<file path="src/rtl/me_search_engine.sv">
// ---------------------------------------------------------------------------
// me_search_engine
//
// Purpose:
//   Walks a raster of search positions for motion estimation. One vector of
//   per-partition SADs arrives per position from the SAD tree. For each
//   partition the block keeps the minimum SAD and the (col,row) where it was
//   first seen. The stride (1, 2 or 4) is latched on start. The block stops
//   after the last raster position and pulses done for one cycle.
//
// Optional feature (macro EARLY_TERM_EN):
//   Adds early_thr/early_stop. The search ends early when an accepted
//   partition-0 SAD is below early_thr.
//
// Ports:
//   clk, rst_n           clock; synchronous active-low reset
//   start                one-cycle pulse, starts a search (IDLE only)
//   step_log2            stride = 1<<step_log2 (3 treated as 2), latched on start
//   sad_valid, sad_in    SAD vector for the position shown on the counters
//   early_thr            (EARLY_TERM_EN) early-stop threshold on partition 0
//   busy                 high while walking the raster
//   done                 one-cycle completion pulse
//   early_stop           (EARLY_TERM_EN) set when the search ended early
//   search_column_count  column the next accepted SAD refers to
//   search_row_count     row the next accepted SAD refers to
//   best_sad/col/row     per-partition minimum SAD and its position
//   dbg_state_o          current FSM state, for checkers
//
// Handshake: sad_in is consumed on a rising clk edge where sad_valid=1 and
//   the FSM is in RUN. There is no back-pressure. sad_valid is ignored in
//   IDLE and DONE, and start is ignored outside IDLE.
// ---------------------------------------------------------------------------
module me_search_engine #(
  parameter int NUM_PART = 16,
  parameter int SAD_W    = 16,
  parameter int RANGE_X  = 32,
  parameter int RANGE_Y  = 64,
  localparam int CW      = $clog2(RANGE_X),
  localparam int RW      = $clog2(RANGE_Y)
) (
  input  logic                      clk,
  input  logic                      rst_n,
  input  logic                      start,
  input  logic [1:0]                step_log2,
  input  logic                      sad_valid,
  input  logic [NUM_PART*SAD_W-1:0] sad_in,
`ifdef EARLY_TERM_EN
  input  logic [SAD_W-1:0]          early_thr,
  output logic                      early_stop,
`endif
  output logic                      busy,
  output logic                      done,
  output logic [CW-1:0]             search_column_count,
  output logic [RW-1:0]             search_row_count,
  output logic [NUM_PART*SAD_W-1:0] best_sad,
  output logic [NUM_PART*CW-1:0]    best_col,
  output logic [NUM_PART*RW-1:0]    best_row,
  output logic [1:0]                dbg_state_o
);

  typedef enum logic [1:0] {
    ST_IDLE = 2'd0,
    ST_RUN  = 2'd1,
    ST_DONE = 2'd2
  } state_e;

  state_e            state_q, state_d;
  logic [1:0]        stride_log2_q, stride_log2_d;
  logic [CW-1:0]     col_q, col_d;
  logic [RW-1:0]     row_q, row_d;
  logic [SAD_W-1:0]  best_sad_q [NUM_PART];
  logic [SAD_W-1:0]  best_sad_d [NUM_PART];
  logic [CW-1:0]     best_col_q [NUM_PART];
  logic [CW-1:0]     best_col_d [NUM_PART];
  logic [RW-1:0]     best_row_q [NUM_PART];
  logic [RW-1:0]     best_row_d [NUM_PART];
  logic              early_stop_q, early_stop_d;

  // Sums are one bit wider so a stride of 4 on a 4-wide range cannot overflow.
  logic [CW:0]       stride_x, col_sum;
  logic [RW:0]       stride_y, row_sum;
  logic              col_wrap, row_wrap;
  logic              start_ok, accept, early_hit, finish;

  assign stride_x = {{CW{1'b0}}, 1'b1} << stride_log2_q;
  assign stride_y = {{RW{1'b0}}, 1'b1} << stride_log2_q;
  assign col_sum  = {1'b0, col_q} + stride_x;
  assign row_sum  = {1'b0, row_q} + stride_y;
  assign col_wrap = (col_sum >= (CW+1)'(RANGE_X));
  assign row_wrap = (row_sum >= (RW+1)'(RANGE_Y));

  assign start_ok = (state_q == ST_IDLE) && start;
  assign accept   = (state_q == ST_RUN) && sad_valid;

`ifdef EARLY_TERM_EN
  // The compare is strict and unsigned, so a threshold of 0 never fires.
  assign early_hit = (sad_in[SAD_W-1:0] < early_thr);
`else
  assign early_hit = 1'b0;
`endif

  // Last raster position is (RANGE_X-stride, RANGE_Y-stride): both sums wrap.
  assign finish = accept && ((col_wrap && row_wrap) || early_hit);

  always_comb begin
    state_d       = state_q;
    stride_log2_d = stride_log2_q;
    col_d         = col_q;
    row_d         = row_q;
    early_stop_d  = early_stop_q;
    for (int p = 0; p < NUM_PART; p++) begin
      best_sad_d[p] = best_sad_q[p];
      best_col_d[p] = best_col_q[p];
      best_row_d[p] = best_row_q[p];
    end

    case (state_q)
      ST_IDLE: if (start) state_d = ST_RUN;
      ST_RUN:  if (finish) state_d = ST_DONE;
      ST_DONE: state_d = ST_IDLE;
      default: state_d = ST_IDLE;
    endcase

    if (start_ok) begin
      stride_log2_d = (step_log2 == 2'd3) ? 2'd2 : step_log2;
      col_d         = '0;
      row_d         = '0;
      early_stop_d  = 1'b0;
      for (int p = 0; p < NUM_PART; p++) begin
        best_sad_d[p] = '1;
        best_col_d[p] = '0;
        best_row_d[p] = '0;
      end
    end else if (accept) begin
      // A strict compare keeps the earliest raster position on ties.
      for (int p = 0; p < NUM_PART; p++) begin
        if (sad_in[p*SAD_W +: SAD_W] < best_sad_q[p]) begin
          best_sad_d[p] = sad_in[p*SAD_W +: SAD_W];
          best_col_d[p] = col_q;
          best_row_d[p] = row_q;
        end
      end
      if (finish) begin
        col_d = '0;
        row_d = '0;
        if (early_hit) early_stop_d = 1'b1;
      end else if (col_wrap) begin
        col_d = '0;
        row_d = row_sum[RW-1:0];
      end else begin
        col_d = col_sum[CW-1:0];
      end
    end
  end

  always_ff @(posedge clk) begin
    if (!rst_n) begin
      state_q       <= ST_IDLE;
      stride_log2_q <= 2'd0;
      col_q         <= '0;
      row_q         <= '0;
      early_stop_q  <= 1'b0;
      for (int p = 0; p < NUM_PART; p++) begin
        best_sad_q[p] <= '1;
        best_col_q[p] <= '0;
        best_row_q[p] <= '0;
      end
    end else begin
      state_q       <= state_d;
      stride_log2_q <= stride_log2_d;
      col_q         <= col_d;
      row_q         <= row_d;
      early_stop_q  <= early_stop_d;
      for (int p = 0; p < NUM_PART; p++) begin
        best_sad_q[p] <= best_sad_d[p];
        best_col_q[p] <= best_col_d[p];
        best_row_q[p] <= best_row_d[p];
      end
    end
  end

  assign busy                = (state_q == ST_RUN);
  assign done                = (state_q == ST_DONE);
  assign search_column_count = col_q;
  assign search_row_count    = row_q;
  assign dbg_state_o         = state_q;
`ifdef EARLY_TERM_EN
  assign early_stop          = early_stop_q;
`else
  // early_stop_q only exists to keep one register set for both builds.
  logic unused_early;
  assign unused_early = early_stop_q;
`endif

  for (genvar g = 0; g < NUM_PART; g++) begin : g_pack
    assign best_sad[g*SAD_W +: SAD_W] = best_sad_q[g];
    assign best_col[g*CW +: CW]       = best_col_q[g];
    assign best_row[g*RW +: RW]       = best_row_q[g];
  end

endmodule

</file>
<file path="config.mk">
export PLATFORM = sky130hd
export DESIGN_NAME = me_search_engine
export DESIGN_NICKNAME = d
export VERILOG_FILES = /design/src/rtl/me_search_engine.sv
export SDC_FILE = /design/constraint.sdc
export NUM_CORES = 1
export LEC_CHECK = 0
export ABC_AREA = 0
export CELL_PAD_IN_SITES_DETAIL_PLACEMENT = 1
export CELL_PAD_IN_SITES_GLOBAL_PLACEMENT = 1
export CORE_UTILIZATION = 30
export CTS_BUF_LIST = sky130_fd_sc_hd__clkbuf_2
export CTS_CLUSTER_DIAMETER = 80
export DETAILED_ROUTE_END_ITERATION = 10
export GPL_ROUTABILITY_DRIVEN = 0
export PLACE_DENSITY = 0.76
export SYNTH_ARGS = -nofsm -noshare
export SYNTH_HDL_FRONTEND = slang
export SYNTH_SLANG_ARGS = --single-unit
</file>
<file path="constraint.sdc">
create_clock -name clk -period 2.8 [get_ports clk]
set_input_delay 0.56 -clock clk [delete_from_list [all_inputs] [get_ports clk]]
set_output_delay 0.56 -clock clk [all_outputs]
set_load 0.01 [all_outputs]
</file>
==> flow_summary.yaml <==
run_status:
  outcome: "finished clean"
detailed_routing:
  drtIter0Drc: 1272
  drt-wirelength-per-cell_um: 22.5
  dr.pass1.iters: 5
  drt.antenna.violating_nets: 0
  drt-total-wl_mm: 107
  viasPerCell: 5.44
  drcViolationCount: 0
  vias: 25852
floorplanning:
  rows: 100
  coreArea_um2: 74900
  die_h_um: 278
  dieArea_um2: 77400
  ios: 709
  start_util: 0.305
  die_w_um: 278
clock_network:
  cts.sinks: 447
  cts_buffers: 135
  clk_path_buf_depth: 3
  cts_tree: "done"
  cts_root_buffer: "clkbuf_2"
  h-tree-depth: 4
  insertion_delay_ns: 1.31
  clk_pin_slew_ns: 0.08
timing:
  max_freq_mhz: 380
  clock_skew_ns: 0.115
  finalWorstPathRequiredPeriod_ns: 2.63
  tns_ns: 0
  slew_violations: 0
  hold_viol: 0
  min_period_over_period: 0.941
  tightest_slew_ns: 0.848
  maxSlewHeadroom: 0.435
  postLayoutSetupSlackWorst_ns: 0.166
  setup_viol: 0
synth:
  syn-instance-count: 2690
  synth_nets: 3198
  synth-seq-cells: 447
  ys_async_sr_fraction: 0
  avgSynthCellArea_um2: 8.51
  synth_cell_types: 52
  yosys_warnings: 0
  ys.flop_type: "dfxtp_1"
  seq_area_frac_synth: 0.391
  synth_edf_count: 0
  synth.cell_area_um2: 22900
critical_path:
  end_kind: "output port"
  cp_max_fo: 2
  crit_buf_inv: 2
  cpPeakStageDelay_ns: 0.40
  worstPathCellList: "buf_12, dlygate4sd2_1"
  arrival_ns: 2.07
  cp_slowest_cell: "dfxtp_1"
  worst-setup-path-type: "register to output port"
  cp.required_ns: 2.24
  cp-start-kind: "register"
  critPathTopFamily: "buffers and inverters"
layout:
  final_common_cell: "o21ai_0"
  finish.instance_area_um2: 35000
  multi_input_comb_area_um2: 12100
  syn2layout_area_growth_pct: 53.1
  fillCellCount: 8850
  nets: 4212
  ff_latch_area_um2: 9000
  layout_common_cells: "o21ai_0 (455), dlygate4sd2_1 (444), dfxtp_1 (428), dlygate4sd3_1 (264), clkdlybuf4s50_1 (261)"
  drive_gt1_frac: 0.0988
placement:
  place_ws_ns: -0.127
  dp.final_hpwl_mm: 70.6
  portBuffers: 708
  dpl_cell_area_um2: 31500
pwr:
  p_leak_uw: 0.0159
  power_density_nw_per_um2: 461
  ir_drop_v: 0.000229
grt:
  grt_usage: 0.269
  grt_max_degree: 105
  gr-total-overflow: 0
  grt_pass1_wl_mm: 162
  grt_pass1_vias: 27614
  antenna_found_initial: 7
min_path:
  min_path_type: "input port to register"
run:
  maxCapViolations: 0
## path summary, 6_finish.rpt
path	from	endpoint	slack [ns]	depth (start not counted)
worst max-delay path	search_column_count[0]	search_column_count[0]	0.17	2
worst min-delay path	sad_valid	search_column_count[1]	0.21	4
worst max register to register	best_sad_q[0][114]	best_sad_q[0][114]	0.30	9
worst min register to register	best_row_q[0][49]	best_row_q[0][49]	0.46	2
## synth_stat cells, types with 2 or more instances
cell type / instances / share of area
nand2b_1: 4 / 0.0011
nand2_1: 62 / 0.010
a21o_1: 17 / 0.0056
and2_1: 4 / 0.0011
o21ai_0: 457 / 0.10
buf_6: 8 / 0.0039
o211ai_1: 20 / 0.0066
o21ai_1: 13 / 0.0028
a21oi_1: 191 / 0.042
nand3_1: 213 / 0.047
a211oi_2: 14 / 0.0077
nor2b_1: 19 / 0.0052
a211oi_1: 44 / 0.014
a31oi_1: 33 / 0.0090
buf_1: 42 / 0.0069
inv_1: 243 / 0.040
ha_1: 246 / 0.13
clkbuf_1: 160 / 0.026
a211o_1: 18 / 0.0069
nor2_1: 56 / 0.0092
a21boi_0: 2 / 0.00066
buf_2: 16 / 0.0035
and3b_1: 2 / 0.00077
nand3b_1: 2 / 0.00066
nand4_1: 31 / 0.0085
and2_0: 15 / 0.0041
xor2_1: 3 / 0.0011
o311ai_0: 210 / 0.080
o21a_1: 12 / 0.0039
nor3_1: 36 / 0.0079
dfxtp_1: 447 / 0.39
o21a_2: 2 / 0.00077
and3_1: 28 / 0.0077
or3b_2: 2 / 0.00077
## cells by family after synthesis
group,after synthesis,share of synthesized area
AO/OA/AOI/OAI,1043,0.286
AND/OR/NAND/NOR,480,0.106
buffers and inverters,470,0.0808
flip-flops,447,0.391
adder cells (fa/ha/maj),246,0.135
XOR/XNOR,3,0.00115
multiplexers,1,0.000438
## flip-flops by register name (all words and copies together), names as in the netlist
signal,count
best_sad_q,256
best_row_q,96
best_col_q,80
search_column_count,5
stride_log2_q,2
dbg_state_o,2
search_row_count,6
## worst min-delay path, stage by stage
cell and delay (ns):
clkdlybuf4s50_1 0.46, and2_1 0.22, nand3_1 0.10, a21oi_1 0.05
## power by group
group / total [uW] / switching [uW] / internal (uW) / leakage [uW]
clock network: 5340 / 3160 / 2180 / 0.000874
logic: 3940 / 2190 / 1760 / 0.0114
registers: 6860 / 194 / 6670 / 0.00365
total: 16200 / 5540 / 10600 / 0.0159
## area by class of cell
| class | count | area share |
|---|---|---|
| Antenna cell | 9 | 0.000643 |
| Clock buffer | 181 | 0.0259 |
| Clock inverter | 29 | 0.00740 |
| Inverter | 243 | 0.0260 |
| Multi-Input combinational cell | 1773 | 0.346 |
| Sequential cell | 447 | 0.257 |
| Tap cell | 969 | 0.0346 |
| Timing Repair Buffer | 1104 | 0.303 |
## layer usage
layer	global-route usage	wire (um)	vias to the layer above
met3	0.0902	8470	311
met1	0.287	41100	12587
li1	-	-	12047
met5	0	0	-
met4	0.142	5570	0
met2	0.467	51700	907
## through the flow
step,std cells,hold slack (ns),util,power [uW]
2_1_floorplan,2690,0.482,-,8770
3_3_place_gp,4260,0.445,0.421,10600
3_5_place_dp,4260,0.454,0.421,10700
4_1_cts,4746,0.0304,0.467,16200
5_1_grt,4753,0.0936,0.467,17000
6_report,4755,0.208,0.467,16200
## timing repair
action	4_1_cts	5_1_grt
setup endpoints to repair	447	0
setup buffers	10	0
hold endpoints to repair	260	0
gates resized for setup	486	0
hold buffers	264	0
(Power assumes the default switching activity.)
